### src/rtl/ledsd_pkg.sv
// rtl/ledsd_pkg.sv - shared 7-segment code definitions and decoder
package ledsd_pkg;

    localparam logic [4:0] CODE_H     = 5'd16;
    localparam logic [4:0] CODE_L     = 5'd17;
    localparam logic [4:0] CODE_N     = 5'd18;
    localparam logic [4:0] CODE_O     = 5'd19;
    localparam logic [4:0] CODE_P     = 5'd20;
    localparam logic [4:0] CODE_Q     = 5'd21;
    localparam logic [4:0] CODE_U     = 5'd22;
    localparam logic [4:0] CODE_Y     = 5'd23;
    localparam logic [4:0] CODE_DASH  = 5'd24;
    localparam logic [4:0] CODE_EQ    = 5'd25;

    // Active-high pattern, bit 6 = g ... bit 0 = a; unknown codes are dark.
    function automatic logic [6:0] seg_decode(input logic [4:0] code);
        logic [6:0] pat;
        case (code)
            5'd0:      pat = 7'h3F;
            5'd1:      pat = 7'h06;
            5'd2:      pat = 7'h5B;
            5'd3:      pat = 7'h4F;
            5'd4:      pat = 7'h66;
            5'd5:      pat = 7'h6D;
            5'd6:      pat = 7'h7D;
            5'd7:      pat = 7'h07;
            5'd8:      pat = 7'h7F;
            5'd9:      pat = 7'h6F;
            5'd10:     pat = 7'h77;
            5'd11:     pat = 7'h7C;
            5'd12:     pat = 7'h39;
            5'd13:     pat = 7'h5E;
            5'd14:     pat = 7'h79;
            5'd15:     pat = 7'h71;
            CODE_H:    pat = 7'h76;
            CODE_L:    pat = 7'h38;
            CODE_N:    pat = 7'h54;
            CODE_O:    pat = 7'h5C;
            CODE_P:    pat = 7'h73;
            CODE_Q:    pat = 7'h67;
            CODE_U:    pat = 7'h3E;
            CODE_Y:    pat = 7'h6E;
            CODE_DASH: pat = 7'h40;
            CODE_EQ:   pat = 7'h48;
            default:   pat = 7'h00;
        endcase
        return pat;
    endfunction

endpackage

### src/rtl/ledsd_scan.sv
// rtl/ledsd_scan.sv - multiplexed 7-segment scanner with blanking, blink and PWM
module ledsd_scan
    import ledsd_pkg::*;
#(
    parameter int NUM       = 4,
    parameter int COM       = 1,
    parameter int E_CODE    = 0,
    parameter int SCAN_DIV  = 1024,
    parameter int BRIGHT_W  = 3,
    parameter int BLINK_DIV = 64
) (
    input  logic                        clk,
    input  logic                        rst_n,
    input  logic [NUM*(4+E_CODE)-1:0]   data_in,
    input  logic [NUM-1:0]              dp_in,
    input  logic [NUM-1:0]              dig_en,
    input  logic [NUM-1:0]              blink_en,
    input  logic                        blank_zero,
    input  logic [BRIGHT_W-1:0]         bright,
    output logic [6:0]                  seg,
    output logic                        dp,
    output logic [NUM-1:0]              dig,
    output logic                        frame_tick
);

    localparam int   CW   = 4 + E_CODE;
    localparam int   PW   = (SCAN_DIV > 1) ? $clog2(SCAN_DIV) : 1;
    localparam int   SW   = $clog2(NUM);
    localparam int   FW   = (BLINK_DIV > 1) ? $clog2(BLINK_DIV) : 1;
    localparam int   STEP = SCAN_DIV >> BRIGHT_W;
    localparam logic CP   = COM[0];

    logic [PW-1:0]       pre;
    logic [SW-1:0]       slot;
    logic [FW-1:0]       frame_cnt;
    logic                phase;
    logic                started;

    logic [CW-1:0]       snap_data [NUM];
    logic [NUM-1:0]      snap_dp;
    logic [NUM-1:0]      snap_en;
    logic [NUM-1:0]      snap_blink;
    logic                snap_bz;
    logic [BRIGHT_W-1:0] snap_bright;

    logic                pre_term;
    logic                slot_last;
    logic                snap_take;
    logic [PW:0]         on_len;
    logic [NUM-1:0]      lead_blank;
    logic                lit;
    logic [6:0]          cur_pat;

    assign pre_term  = (pre == PW'(SCAN_DIV - 1));
    assign slot_last = (slot == SW'(NUM - 1));
    // The very first cycle out of reset loads a snapshot so frame 0 is coherent.
    assign snap_take = !started || (pre_term && slot_last);
    assign on_len    = (PW+1)'((int'(snap_bright) + 1) * STEP);

    always_comb begin
        logic all_zero;
        all_zero   = 1'b1;
        lead_blank = '0;
        for (int i = NUM - 1; i >= 0; i--) begin
            all_zero      = all_zero && (snap_data[i] == '0);
            lead_blank[i] = all_zero && snap_bz && (i != 0);
        end
    end

    assign lit = started && ({1'b0, pre} < on_len) && snap_en[slot] &&
                 !(phase && snap_blink[slot]);
    assign cur_pat = lead_blank[slot] ? 7'h00 : seg_decode(5'(snap_data[slot]));

    always_ff @(posedge clk) begin
        if (!rst_n) begin
            pre         <= '0;
            slot        <= '0;
            frame_cnt   <= '0;
            phase       <= 1'b0;
            started     <= 1'b0;
            for (int i = 0; i < NUM; i++) snap_data[i] <= '0;
            snap_dp     <= '0;
            snap_en     <= '0;
            snap_blink  <= '0;
            snap_bz     <= 1'b0;
            snap_bright <= '0;
            seg         <= {7{CP}};
            dp          <= CP;
            dig         <= {NUM{CP}};
            frame_tick  <= 1'b0;
        end else begin
            started <= 1'b1;
            if (started) begin
                pre <= pre_term ? '0 : pre + 1'b1;
                if (pre_term) slot <= slot_last ? '0 : slot + 1'b1;
            end

            frame_tick <= snap_take;
            if (snap_take) begin
                for (int i = 0; i < NUM; i++) snap_data[i] <= data_in[i*CW +: CW];
                snap_dp     <= dp_in;
                snap_en     <= dig_en;
                snap_blink  <= blink_en;
                snap_bz     <= blank_zero;
                snap_bright <= bright;
                // Frame 0 after reset is not counted; later snapshots advance blink.
                if (started) begin
                    if (frame_cnt == FW'(BLINK_DIV - 1)) begin
                        frame_cnt <= '0;
                        phase     <= ~phase;
                    end else begin
                        frame_cnt <= frame_cnt + 1'b1;
                    end
                end
            end

            if (lit) begin
                seg <= {7{CP}} ^ cur_pat;
                dp  <= CP ^ snap_dp[slot];
                dig <= {NUM{CP}} ^ (NUM'(1) << slot);
            end else begin
                seg <= {7{CP}};
                dp  <= CP;
                dig <= {NUM{CP}};
            end
        end
    end

endmodule

### config.mk
export PLATFORM = sky130hd
export DESIGN_NAME = ledsd_scan
export DESIGN_NICKNAME = d
export VERILOG_FILES = /design/src/rtl/ledsd_pkg.sv /design/src/rtl/ledsd_scan.sv
export SDC_FILE = /design/constraint.sdc
export NUM_CORES = 1
export LEC_CHECK = 0
export CORE_MARGIN = 3
export CORE_UTILIZATION = 35
export CTS_CLUSTER_DIAMETER = 100
export DETAILED_ROUTE_END_ITERATION = 8
export GPL_TIMING_DRIVEN = 0
export PLACE_DENSITY = 0.64
export SYNTH_ARGS = -nofsm -noshare
export SYNTH_HDL_FRONTEND = slang
export SYNTH_SLANG_ARGS = --single-unit
### constraint.sdc
create_clock -name clk -period 4.1 [get_ports clk]
set_clock_uncertainty 0.1 [all_clocks]
set_input_delay 0.82 -clock clk [delete_from_list [all_inputs] [get_ports clk]]
set_output_delay 0.82 -clock clk [all_outputs]
set_load 0.01 [all_outputs]
==> flow_summary.ini, run 1 <==
[layout]
final_area_um2 = 3820
final_nets = 375
final_util_pct = 46.0
filler_cell_count = 789
syn2layout_area_growth_pct = 26.1
antennaDiodeCount = 0
drive_above_1_share_pct = 12.7

[synthesis]
netlist_area_um2 = 3030
ys_seq_elements = 67
yosysSeqAreaShare_pct = 49.6
yosys_warnings = 0
syn-mean-instance-area_um2 = 11.3
syn_nets = 318
synth_cell_types = 45
synth_cells = 269

[cts]
clkLatencyLatePin_ps = 350
cts.sinks = 67
cts_root_buf = clkbuf_8
post_cts_buffers = 0
h-tree-depth = 3
holdBufCountCts = 0
path_clk_slew_ps = 70
cts_inserted_buffers = 9
cts_resized = 0
cts_buffer_depth = 2
cts_tree = yes

[floorplanning]
num_io_pins = 47
fp.coreArea_um2 = 8300
die_x_um = 99.0
die_y_um = 99.0
initial_core_util_pct = 36.5
die_area_um2 = 9800
rows = 33

[placed_design]
post-place-ws_ps = 1200
placed_area_um2 = 3620
place_congestion = 0.792
port_buffers = 46
dpl.hpwl_um = 4390

[critical_path]
worstSetupEndpointType = register
path_cells = clkdlybuf4s50_1 > nand2_1 > nor2b_4 > buf_6 > buf_6 > inv_1
max_stage_delay_ps = 550
cp_num_buf_inv = 4
crit_family = buffers and inverters
cp_data_arrival_time_ps = 2390
worstPathRequired_ps = 3980
crit_path_frequent_cell = buf_6
cp-start-kind = primary input
critPathMaxFanout = 16
critPathKind = in -> reg
cp_slowest_cell = clkdlybuf4s50_1

[routing]
drt_pass1_iterations = 4
viasPerCell = 4.83
wl_per_cell_um = 13.7
ant_nets = 0
routed-via-count = 2106
drc_errors = 0
wirelength_um = 5970
drtIter0Drc = 72

[global_route]
grtUsageTotal_pct = 12.7
grt_start_max_net_pins = 17
grt_pass1_wl_um = 9690
grt_overflow_total = 0
antenna_found_initial = 0
grt_pass1_vias = 2110

[timing]
rsz0062_at_grt = false
slew_headroom_pct = 61.3
setup_tns_ps = 0
max_freq_mhz = 399
worstMarginPinSlew_ps = 580
fin_crit_sh_pct = 61.1
post-route-min-period_ps = 2500
finalHoldViolCount = 0
drv_slew = 0
timing.final.ws_setup_ps = 1600
setup_viol = 0

[run_status]
status = finished, final reports clean

[power_and_ir_drop]
p_leak_nw = 1.48
ir_drop_uv = 132
power_mw = 1.37
power_density_nw_per_um2 = 360

[flow_run]
cap_viol_max_count = 0

[hold_path]
min_path_type = reg -> reg
-- cells in the final DEF (no fill, tap or decap), types with 3 or more instances in the layout --
master and instances:
buf_2 4, nor2_1 10, a21oi_1 4, xnor2_1 7, mux4_2 5, xor2_1 4
and3_1 4, a22o_1 16, ha_1 15, o211ai_2 3, clkbuf_8 10, nand2b_1 5
nand3_1 10, nand2_1 27, and4_1 3, inv_1 7, a21boi_0 5, clkdlybuf4s50_1 46
buf_6 5, dfxtp_1 51, o21ai_0 5, mux2i_1 3, edfxtp_1 16, and2_1 24
nor4_1 3, nor2b_1 3
-- cell type report --
| class | instances | area, µm² | area share (%) |
|---|---|---|---|
| sequential | 67 | 1500 | 39.3 |
| multi-input combinational | 183 | 1410 | 36.8 |
| timing repair buffer | 46 | 460 | 12.1 |
| clock buffer | 11 | 163 | 4.26 |
| tap | 105 | 131 | 3.44 |
| buffer | 12 | 95.1 | 2.49 |
| clock inverter | 5 | 35.0 | 0.918 |
| inverter | 7 | 26.3 | 0.688 |
-- cell usage after synthesis --
| master | count | area share, % |
|---|---|---|
| a211oi_1 | 1 | 0.25 |
| a21boi_0 | 5 | 1.2 |
| a21boi_1 | 2 | 0.50 |
| a21boi_2 | 1 | 0.37 |
| a21o_1 | 2 | 0.50 |
| a21oi_1 | 4 | 0.66 |
| a22o_1 | 16 | 4.6 |
| a41oi_1 | 1 | 0.29 |
| and2_1 | 24 | 5.0 |
| and2b_1 | 1 | 0.25 |
| and3_1 | 4 | 0.83 |
| and4_1 | 3 | 0.87 |
| buf_2 | 4 | 0.66 |
| buf_4 | 2 | 0.50 |
| buf_6 | 5 | 1.9 |
| clkbuf_1 | 1 | 0.12 |
| dfxtp_1 | 51 | 34 |
| edfxtp_1 | 16 | 16 |
| ha_1 | 15 | 6.2 |
| inv_1 | 7 | 0.87 |
| mux2_2 | 1 | 0.37 |
| mux2i_1 | 3 | 0.99 |
| mux4_1 | 1 | 0.87 |
| mux4_2 | 5 | 3.7 |
| nand2_1 | 27 | 3.3 |
| nand2b_1 | 5 | 1.0 |
| nand3_1 | 10 | 1.7 |
| nand3b_1 | 2 | 0.50 |
| nand4_1 | 2 | 0.41 |
| nand4_2 | 2 | 0.83 |
| nor2_1 | 10 | 1.2 |
| nor2b_1 | 3 | 0.62 |
| nor2b_4 | 1 | 0.45 |
| nor3_1 | 2 | 0.33 |
| nor4_1 | 3 | 0.62 |
| nor4b_4 | 1 | 0.79 |
| o2111ai_2 | 1 | 0.50 |
| o211ai_2 | 3 | 1.2 |
| o21a_1 | 2 | 0.50 |
| o21ai_0 | 5 | 0.83 |
| o22ai_1 | 1 | 0.21 |
| o31ai_1 | 1 | 0.25 |
| or3_1 | 2 | 0.41 |
| xnor2_1 | 7 | 2.0 |
| xor2_1 | 4 | 1.2 |
-- logic make-up after synthesis --
group | Yosys count | share of synthesized area [%]
XOR/XNOR | 11 | 3.18
buffers and inverters | 19 | 4.01
adder cells (fa/ha/maj) | 15 | 6.20
multiplexers | 10 | 5.95
AND/OR/NAND/NOR | 102 | 19.1
AO/OA/AOI/OAI | 45 | 11.9
flip-flops | 67 | 49.6
-- path summary, 6_finish.rpt --
kind,start,endpoint,slack (ps),cells past startpoint
hold reg to reg,snap_dp[1],snap_dp[1],380,1
hold / removal,snap_dp[1],snap_dp[1],380,1
setup reg to reg,slot[1],snap_data[2][2],1730,6
setup / recovery,rst_n,snap_data[2][2],1600,6
-- sequential cells by signal (all words and copies together) (netlist names), named ones only --
signal,flops
snap_blink,4
seg,7
phase,1
snap_en,4
started,1
snap_bz,1
frame_tick,1
pre,10
dig,4
frame_cnt,6
snap_dp,4
dp,1
snap_bright,3
snap_data,16
slot,2
-- through the flow --
step                std cells  hold WS, ps
floorplan                 269          340
global placement          420          352
detailed placement        420          358
CTS                       436          381
global route              436          402
finish                    436          377
-- metal layers --
metal | GRT usage, % | vias to the layer above | wire [µm]
met4 | 5.99 | 0 | 111
met2 | 22.8 | 26 | 3210
met3 | 3.47 | 9 | 182
met1 | 13.9 | 993 | 2470
met5 | 0 | - | 0
li1 | - | 1078 | -
-- power breakdown --
group	internal (mW)	switching (mW)	leakage, nW
clock	0.273	0.267	0.100
sequential	0.701	0.0127	0.592
combinational	0.0692	0.0499	0.787
total	1.04	0.330	1.48
Power figures use the tool's default switching activity.
==> inputs of run 2 (changes only) <==
--- a/config.mk
+++ b/config.mk
@@ -10,7 +10,7 @@
 export CTS_CLUSTER_DIAMETER = 100
 export DETAILED_ROUTE_END_ITERATION = 8
 export GPL_TIMING_DRIVEN = 0
-export PLACE_DENSITY = 0.64
+export PLACE_DENSITY = 0.66
 export SYNTH_ARGS = -nofsm -noshare
 export SYNTH_HDL_FRONTEND = slang
 export SYNTH_SLANG_ARGS = --single-unit
==> constraint.sdc (replaced) <==
create_clock -name clk -period 2.2 [get_ports clk]
set_clock_uncertainty 0.1 [all_clocks]
set_input_delay 0.44 -clock clk [delete_from_list [all_inputs] [get_ports clk]]
set_output_delay 0.44 -clock clk [all_outputs]
set_load 0.01 [all_outputs]
==> run 2 against run 1 <==
Critical path depth is 3 higher. Critical path type is now reg -> reg. Hold slack is essentially flat. Sequential share of layout area decreased by 0.86 points. Highest routed layer unchanged. Count of clock-buffer cells in the layout up 2. Setup slack got worse by 1500 ps. Largest power group unchanged. Global-route usage up 0.27 points. Register-to-register slack got worse by 1700 ps. First-iteration DRC count down 26%. Power rose by 94%.
==> flow_summary.ini, run 2 (synthesis results as in run 1) <==
[routing]
wl_per_cell_um = 13.5
drt_pass1_iterations = 4
viasPerCell = 4.82
drc_errors = 0
drtIter0Drc = 53
wirelength_um = 5950
routed-via-count = 2127
ant_nets = 0

[timing]
setup_viol = 0
finalHoldViolCount = 0
slew_headroom_pct = 72.5
max_freq_mhz = 468
drv_slew = 0
worstMarginPinSlew_ps = 413
fin_crit_sh_pct = 97.2
post-route-min-period_ps = 2140

[layout]
multi_input_area_um2 = 1410
final_cells = 441
final_nets = 380
filler_cell_count = 778
ff_latch_area_um2 = 1500
final_util_pct = 47.0
mostFrequentLayoutCells = 51 x dfxtp_1, 46 x clkdlybuf4s50_1, 27 x nand2_1, 24 x and2_1
top_regs = snap_data: 16 flops, pre: 10 flops, seg: 7 flops
drive_above_1_share_pct = 14.9
largest_register_ffs = 16
antennaDiodeCount = 0
syn2layout_area_growth_pct = 28.9
final_common_cell = dfxtp_1
regMostFlops = snap_data

[run_status]
status = finished, final reports clean

[power_and_ir_drop]
share_seq_of_total_power_pct = 50.0
clkPwrFrac_pct = 41.2
intPower_mw = 2.09
power_density_nw_per_um2 = 683
comb_power_share_pct = 8.8
p_switching_mw = 0.573
swShare_pct = 21.5
ir_drop_uv = 275
p_leak_nw = 1.53

[critical_path]
critPathKind = reg -> reg
cp_slowest_cell = nor4b_4
cp_num_buf_inv = 1
path_cells = ha_1 > xnor2_1 > ha_1 > nor2_1 > a211oi_2 > nor4b_4 > and2b_1 > buf_6 > o2111ai_2
crit_path_frequent_cell = ha_1
worstSetupEndpointType = register
cp-start-kind = register
r2r_end = seg[0]
cp_data_arrival_time_ps = 2260
max_stage_delay_ps = 350
worstPathRequired_ps = 2320
regToRegSetupSlack_ps = 60
setup.worst_path.start = snap_bright[0]
crit_family = simple AND/OR/NAND/NOR gates
r2r-start = snap_bright[0]
critPathMaxFanout = 7
cp-endpoint = seg[0]
critical_path_depth = 9
reg2reg_depth = 9

[hold_path]
hold_depth = 1
min_path_type = reg -> reg

[placed_design]
place_congestion = 0.772
dp_cells = 420
port_buffers = 46
dpl.hpwl_um = 4420

[floorplanning]
num_io_pins = 47
rows = 33
die_area_um2 = 9800
fp.coreArea_um2 = 8300
initial_core_util_pct = 36.5
die_y_um = 99.0
die_x_um = 99.0

[global_route]
grt_start_max_net_pins = 17
grt_pass1_vias = 2105
grtUsageTotal_pct = 13.0
grt_overflow_total = 0
antenna_found_initial = 0
grt_pass1_wl_um = 9980

[cts]
cts.sinks = 67
cts_inserted_buffers = 9
path_clk_slew_ps = 70
cts_buffer_depth = 2
clkLatencyLatePin_ps = 340
cts_tree = yes
h-tree-depth = 3
cts_root_buf = clkbuf_8
holdBufCountCts = 0

[flow_run]
cap_viol_max_count = 0
-- run 2: layer usage --
metal	track usage, %	part of all wire, %
met1	14.0	41
met2	23.9	55
met3	4.74	3.6
met4	3.47	0.91
met5	0	0
-- run 2: timing repair --
| item | CTS | global route |
|---|---|---|
| pin swaps | 0 | 2 |
| buffers inserted | 1 | 4 |
| setup endpoints to repair | 16 | 23 |
| resized for setup | 1 | 3 |
-- run 2: worst min path at each step --
stage | from | to | slack, ps
6_report | snap_dp[3] | snap_dp[3] | 380
5_1_grt | snap_dp[1] | snap_dp[1] | 400
4_1_cts | snap_dp[1] | snap_dp[1] | 380
3_5_place_dp | snap_dp[3] | snap_dp[3] | 360
3_3_place_gp | snap_dp[2] | snap_dp[2] | 350
2_1_floorplan | snap_dp[1] | snap_dp[1] | 340
-- run 2: through the flow --
| stage | hold WS [ps] | worst slack [ps] | area, µm² | total power, mW | setup TNS (ps) |
|---|---|---|---|---|---|
| 2_1_floorplan | 340 | 94.2 | 3030 | 1.48 | 0 |
| 3_3_place_gp | 352 | -306 | 3620 | 1.58 | -6030 |
| 3_5_place_dp | 361 | -328 | 3620 | 1.59 | -6450 |
| 4_1_cts | 381 | 8.06 | 3870 | 2.70 | 0 |
| 5_1_grt | 396 | -11.2 | 3900 | 2.78 | -15.0 |
| 6_report | 377 | 61.4 | 3900 | 2.66 | 0 |
-- run 2: layout make-up --
type	count	share of cell area [%]
well taps	105	3.37
inverters	7	0.769
multi-input cells	183	36.2
clock inverters	3	1.12
clock buffers	13	4.58
repair buffers	51	13.1
plain buffers	12	2.44
flip-flops and latches	67	38.5
-- run 2: power by group through the flow --
stage	combinational (mW)	clock, mW	sequential, mW
after floorplan	0.126	0	1.35
after global placement	0.223	0	1.36
after detailed placement	0.226	0	1.36
after CTS	0.234	1.14	1.33
after global routing	0.258	1.19	1.34
final	0.233	1.10	1.33
